==> src/rtl/mm_seq_ctrl.sv <==
// Sequencer for the NxN systolic multiply array: walks a beat counter per job and
// decodes it into operand reads, skewed row clears and per-row result strobes.
module mm_seq_ctrl #(
    parameter int KW        = 5,
    parameter int N         = 8,
    parameter int DRAIN_LAT = 9
) (
    input  logic          clk,
    input  logic          reset,
    input  logic          start,
    input  logic [KW-1:0] k_len,
    input  logic [3:0]    conf_in,
    output logic [3:0]    conf,
    output logic          busy,
    output logic          done,
    input  logic          opnd_ready,
    input  logic          out_ready,
    output logic          rd_en,
    output logic [KW-1:0] rd_addr,
    output logic          feed_zero,
    output logic          arr_en,
    output logic [N-1:0]  arr_clear,
    output logic [N-1:0]  z_valid,
    output logic [2:0]    z_idx
);

    localparam int BW = KW + 2;

    typedef enum logic [1:0] {S_IDLE, S_RUN, S_FIN} state_t;

    typedef struct packed {
        logic          rd_en;
        logic [KW-1:0] rd_addr;
        logic          feed_zero;
        logic [N-1:0]  clr;
        logic [N-1:0]  zv;
        logic [2:0]    zi;
    } beat_t;

    // Array-facing outputs for beat b of a job with length k.
    function automatic beat_t decode(input logic [BW-1:0] b, input logic [KW-1:0] k);
        beat_t         o;
        logic [BW-1:0] kb;
        logic [BW-1:0] z0;
        o  = '0;
        kb = {2'b00, k};
        z0 = kb + BW'(DRAIN_LAT + 1);
        o.rd_en = (b < kb);
        if (o.rd_en) begin
            o.rd_addr = b[KW-1:0];
        end
        o.feed_zero = (b == '0) || (b > kb);
        for (int i = 0; i < N; i++) begin
            o.clr[i] = (b == BW'(i + 1)) || (b == kb + BW'(i + 1));
            o.zv[i]  = (b >= z0 + BW'(i)) && (b <= z0 + BW'(i + N - 1));
        end
        if (o.zv[0]) begin
            o.zi = 3'(b - z0);
        end
        return o;
    endfunction

    state_t        state_q, state_d;
    logic [BW-1:0] b_q, b_d;
    beat_t         beat_q, beat_d;
    logic [KW-1:0] k_q, k_d;
    logic [3:0]    conf_q, conf_d;
    logic          busy_q, busy_d;
    logic          done_q, done_d;
    logic          stall;
    logic [BW-1:0] b_end;

    // Final beat is the last result beat of lane N-1, so no z beat is cut off.
    assign b_end = {2'b00, k_q} + BW'(2 * N + DRAIN_LAT - 1);

    always_comb begin
        state_d = state_q;
        b_d     = b_q;
        beat_d  = beat_q;
        k_d     = k_q;
        conf_d  = conf_q;
        busy_d  = busy_q;
        done_d  = 1'b0;
        stall   = (beat_q.rd_en && !opnd_ready) || ((|beat_q.zv) && !out_ready);
        arr_en  = (state_q == S_RUN) && !stall;
        case (state_q)
            S_IDLE: begin
                if (start) begin
                    k_d    = k_len;
                    conf_d = conf_in;
                    b_d    = '0;
                    if (k_len != '0) begin
                        state_d = S_RUN;
                        beat_d  = decode('0, k_len);
                        busy_d  = 1'b1;
                    end else begin
                        state_d = S_FIN;
                        done_d  = 1'b1;
                    end
                end
            end
            S_RUN: begin
                if (arr_en) begin
                    if (b_q == b_end) begin
                        state_d = S_FIN;
                        beat_d  = '0;
                        busy_d  = 1'b0;
                        done_d  = 1'b1;
                    end else begin
                        b_d    = b_q + BW'(1);
                        beat_d = decode(b_q + BW'(1), k_q);
                    end
                end
            end
            S_FIN: begin
                state_d = S_IDLE;
                b_d     = '0;
            end
            default: begin
                state_d = S_IDLE;
                beat_d  = '0;
                busy_d  = 1'b0;
            end
        endcase
    end

    always_ff @(posedge clk or posedge reset) begin
        if (reset) begin
            state_q <= S_IDLE;
            b_q     <= '0;
            beat_q  <= '0;
            k_q     <= '0;
            conf_q  <= '0;
            busy_q  <= 1'b0;
            done_q  <= 1'b0;
        end else begin
            state_q <= state_d;
            b_q     <= b_d;
            beat_q  <= beat_d;
            k_q     <= k_d;
            conf_q  <= conf_d;
            busy_q  <= busy_d;
            done_q  <= done_d;
        end
    end

    assign conf      = conf_q;
    assign busy      = busy_q;
    assign done      = done_q;
    assign rd_en     = beat_q.rd_en;
    assign rd_addr   = beat_q.rd_addr;
    assign feed_zero = beat_q.feed_zero;
    assign arr_clear = beat_q.clr;
    assign z_valid   = beat_q.zv;
    assign z_idx     = beat_q.zi;

endmodule

==> config.mk <==
export PLATFORM = sky130hd
export DESIGN_NAME = mm_seq_ctrl
export DESIGN_NICKNAME = d
export VERILOG_FILES = /design/src/rtl/mm_seq_ctrl.sv
export SDC_FILE = /design/constraint.sdc
export NUM_CORES = 1
export LEC_CHECK = 0
export ABC_AREA = 1
export CAP_MARGIN = 5
export CORE_ASPECT_RATIO = 2
export CORE_MARGIN = 2
export CORE_UTILIZATION = 25
export CTS_CLUSTER_SIZE = 20
export DETAILED_ROUTE_END_ITERATION = 8
export PLACE_DENSITY = 0.45
export SLEW_MARGIN = 20
export SYNTH_ARGS = -nofsm -noshare
export SYNTH_HDL_FRONTEND = slang
export SYNTH_SLANG_ARGS = --single-unit
==> constraint.sdc <==
create_clock -name clk -period 3.8 [get_ports clk]
set_clock_uncertainty 0.1 [all_clocks]
set_input_delay 1.14 -clock clk [delete_from_list [all_inputs] [get_ports clk]]
set_output_delay 1.14 -clock clk [all_outputs]
set_load 0.02 [all_outputs]
==> flow_summary.ini <==
[status]
status = completed

[sta]
tns_ns = 0
grt_setup_unrepaired = false
max_freq_ghz = 0.2730
min_period_ns = 3.663
fin_crit_sh_pct = 96.40
maxSlewViolCount = 0
max_slew_margin_pct = 59.92
hold_viol = 0
worst_slack_ns = 0.1367
setup_viol = 0
tightest_slew_ns = 0.6012

[layout]
drive_above_1_share_pct = 9.579
final_common_cell = nand2_1
syn2layout_area_growth_pct = 17.76
multi_input_area_um2 = 5572
seqCellArea_um2 = 1151
num-nets-final = 1352
n_fill_cell = 3218
insertedDiodeCount = 0
final_cell_mix = nand2_1 (350), ha_1 (127), inv_1 (111), nand3_1 (100), nor2_1 (73)

[job]
drv_cap = 0

[synthesis]
synth_edf_count = 0
synth_top_flop_cell = dfrtp_1
synth_cell_types = 49
synth.avg_cell_area_um2 = 6.541
yosysWarnings = 0
netlist_instances = 1130
synth_seq_area_share_pct = 15.57
yosysTopAreaCellShare_pct = 21.50
synth_top_area_cell = ha_1
synth_nets = 1272
ys_ff_latch = 46
synthArstFlopShare_pct = 100.0
synth_area_um2 = 7391
synthTopCellsByArea = ha_1 (21%), nand2_1 (18%), dfrtp_1 (16%)

[setup_path]
crit_family = buffers and inverters
slowest_stage = clkdlybuf4s50_1
worst-path-max-fanout = 2
cpMostUsedCell = clkdlybuf4s50_1
cp-end-kind = primary output
cp_cell_sequence = clkdlybuf4s50_1 -> o22ai_1 -> nor2_1 -> clkdlybuf4s50_1
max_stage_delay_ns = 0.61
crit_type = primary input to primary output
critPathBufInv = 2
startpoint_type = primary input
worstPathRequired_ns = 2.56
cp.arrival_ns = 2.42

[placement]
place_ws_ns = 0.09412
io_buffers = 46
dp_hpwl_um = 21600
gp_congestion = 0.8658

[routing]
num_vias = 7626
wl_met2_um = 13050
avgRoutedWirePerCell_um = 16.87
dr.pass1.iters = 5
wl_met1_um = 11860
dr.first_iter.drc_count = 426
wl_met3_um = 912
drc_errors = 0
totalWireLength_um = 26570
antenna_left = 0
avgViaCountPerCell = 4.842
top_layer = met4

[clock_tree]
cts.sink_count = 46
path_clk_slew_ns = 0.06
cts_tree = yes
cts_buffers = 5
post_cts_resized = 0
clock_latency_ns = 0.30
ctsHoldBuffers = 0
htreeDepth = 2
cts_setup_buffers = 0
clk_path_buf_depth = 2
root_buffer = clkbuf_16

[die]
ios = 47
dieArea_um2 = 31040
row_count = 89
die_y_um = 247.2
coreArea_um2 = 29290
start_util_pct = 25.24
die_w_um = 125.6

[global_routing]
antenna_found_initial = 0
grt_max_degree = 31
grt-ovfl-total = 0
globalRouteTotalUtil_pct = 17.06
grt_pass1_wl_um = 42020
first_global_vias = 7532

[power]
power.density_nw_per_um2 = 840.1
irDropWorstVdd_uv = 364.4
leakage_nw = 4.506

[worst_hold_path]
hp-class = register to register
[worst paths after layout]
| check | from | to | slack (ns) | cells past startpoint |
|---|---|---|---|---|
| hold reg to reg | arr_clear[4] | arr_clear[4] | 0.39 | 2 |
| max in group asynchronous | reset | b_q[6] | 1.83 | 3 |
| hold / removal | arr_clear[4] | arr_clear[4] | 0.39 | 2 |
| setup reg to reg | k_q[2] | z_idx[1] | 0.36 | 17 |
| min in group asynchronous | reset | k_q[0] | 1.03 | 2 |
| setup / recovery | opnd_ready | arr_en | 0.14 | 4 |
[cell type report]
| type | count | share of cell area [%] |
|---|---|---|
| clock buffers | 5 | 1.438 |
| clock inverters | 3 | 0.4600 |
| inverters | 125 | 5.420 |
| multi-input cells | 929 | 64.02 |
| flip-flops and latches | 46 | 13.23 |
| well taps | 364 | 5.233 |
| repair buffers | 103 | 10.21 |
[synth_stat cells (5+ instances only)]
cell         n
o21a_1      11
xor2_1      33
a21oi_1     58
clkbuf_1     6
o211ai_1     5
nor3_1       8
nor2_1      73
dfrtp_1     46
buf_6        5
buf_2       10
inv_2       12
buf_4        9
o2111ai_1    5
nand2_2     11
o21ai_0     43
ha_1       127
nand4_1     23
inv_1      112
o21ai_1     10
xnor2_1     16
nand2_1    350
nand3_1    100
[flip-flops by register name, indices dropped and copies added (netlist names)]
name,flops
rd_en,1
rd_addr,5
busy,1
done,1
feed_zero,1
state_q,2
arr_clear,8
z_valid,8
z_idx,3
conf,4
b_q,7
k_q,5
[metrics by stage]
step                total power [W]  utilization [%]  hold WS (ns)  cell area [um2]  cells
floorplan                  0.004894                -        0.3874             7391   1130
global placement           0.006723            29.15        0.3771             8538   1567
detailed placement         0.006797            29.15        0.3764             8538   1567
CTS                        0.007339            29.72        0.3950             8703   1575
global route               0.008077            29.72        0.4162             8703   1575
finish                     0.007312            29.72        0.3902             8703   1575
[power breakdown]
group | total, W | switching [W] | leakage, nW | internal (W)
Sequential | 0.000811 | 0.000161 | 0.610 | 0.000650
Clock | 0.000502 | 0.000194 | 0.0836 | 0.000308
Combinational | 0.00600 | 0.00389 | 3.81 | 0.00211
[worst reg2reg max path: stages (launching register included)]
cell and delay [ns]:
dfrtp_1 0.43, buf_4 0.22, inv_1 0.08, ha_1 0.41, inv_1 0.21, ha_1 0.30
a21oi_1 0.22, xnor2_1 0.10, ha_1 0.30, nand2_1 0.06, nor2_1 0.11, nand3_1 0.10
a21boi_0 0.17, nor2_1 0.22, nand3_1 0.14, nand2_1 0.10, nand2_1 0.05, nand2_1 0.05
[kinds of logic (layout without fill, tap and decap cells)]
group                      after synthesis  after routing  synth area share, %
DFF                                     46             46                15.57
xor gates and xnor gates                49             49                5.807
and+or+nand+nor                        591            591                34.92
AOI/OAI and AO/OA                      157            157                12.27
muxes                                    4              4               0.6094
buffers and inverters                  155            236                9.040
adders and majority gates              128            128                21.77
[metal layers]
| layer | global-route usage, % | vias to the layer above |
|---|---|---|
| li1 | - | 3875 |
| met1 | 21.70 | 3554 |
| met2 | 30.22 | 164 |
| met3 | 1.709 | 33 |
| met4 | 5.131 | 0 |
| met5 | 0 | - |
(Power assumes the default switching activity.)
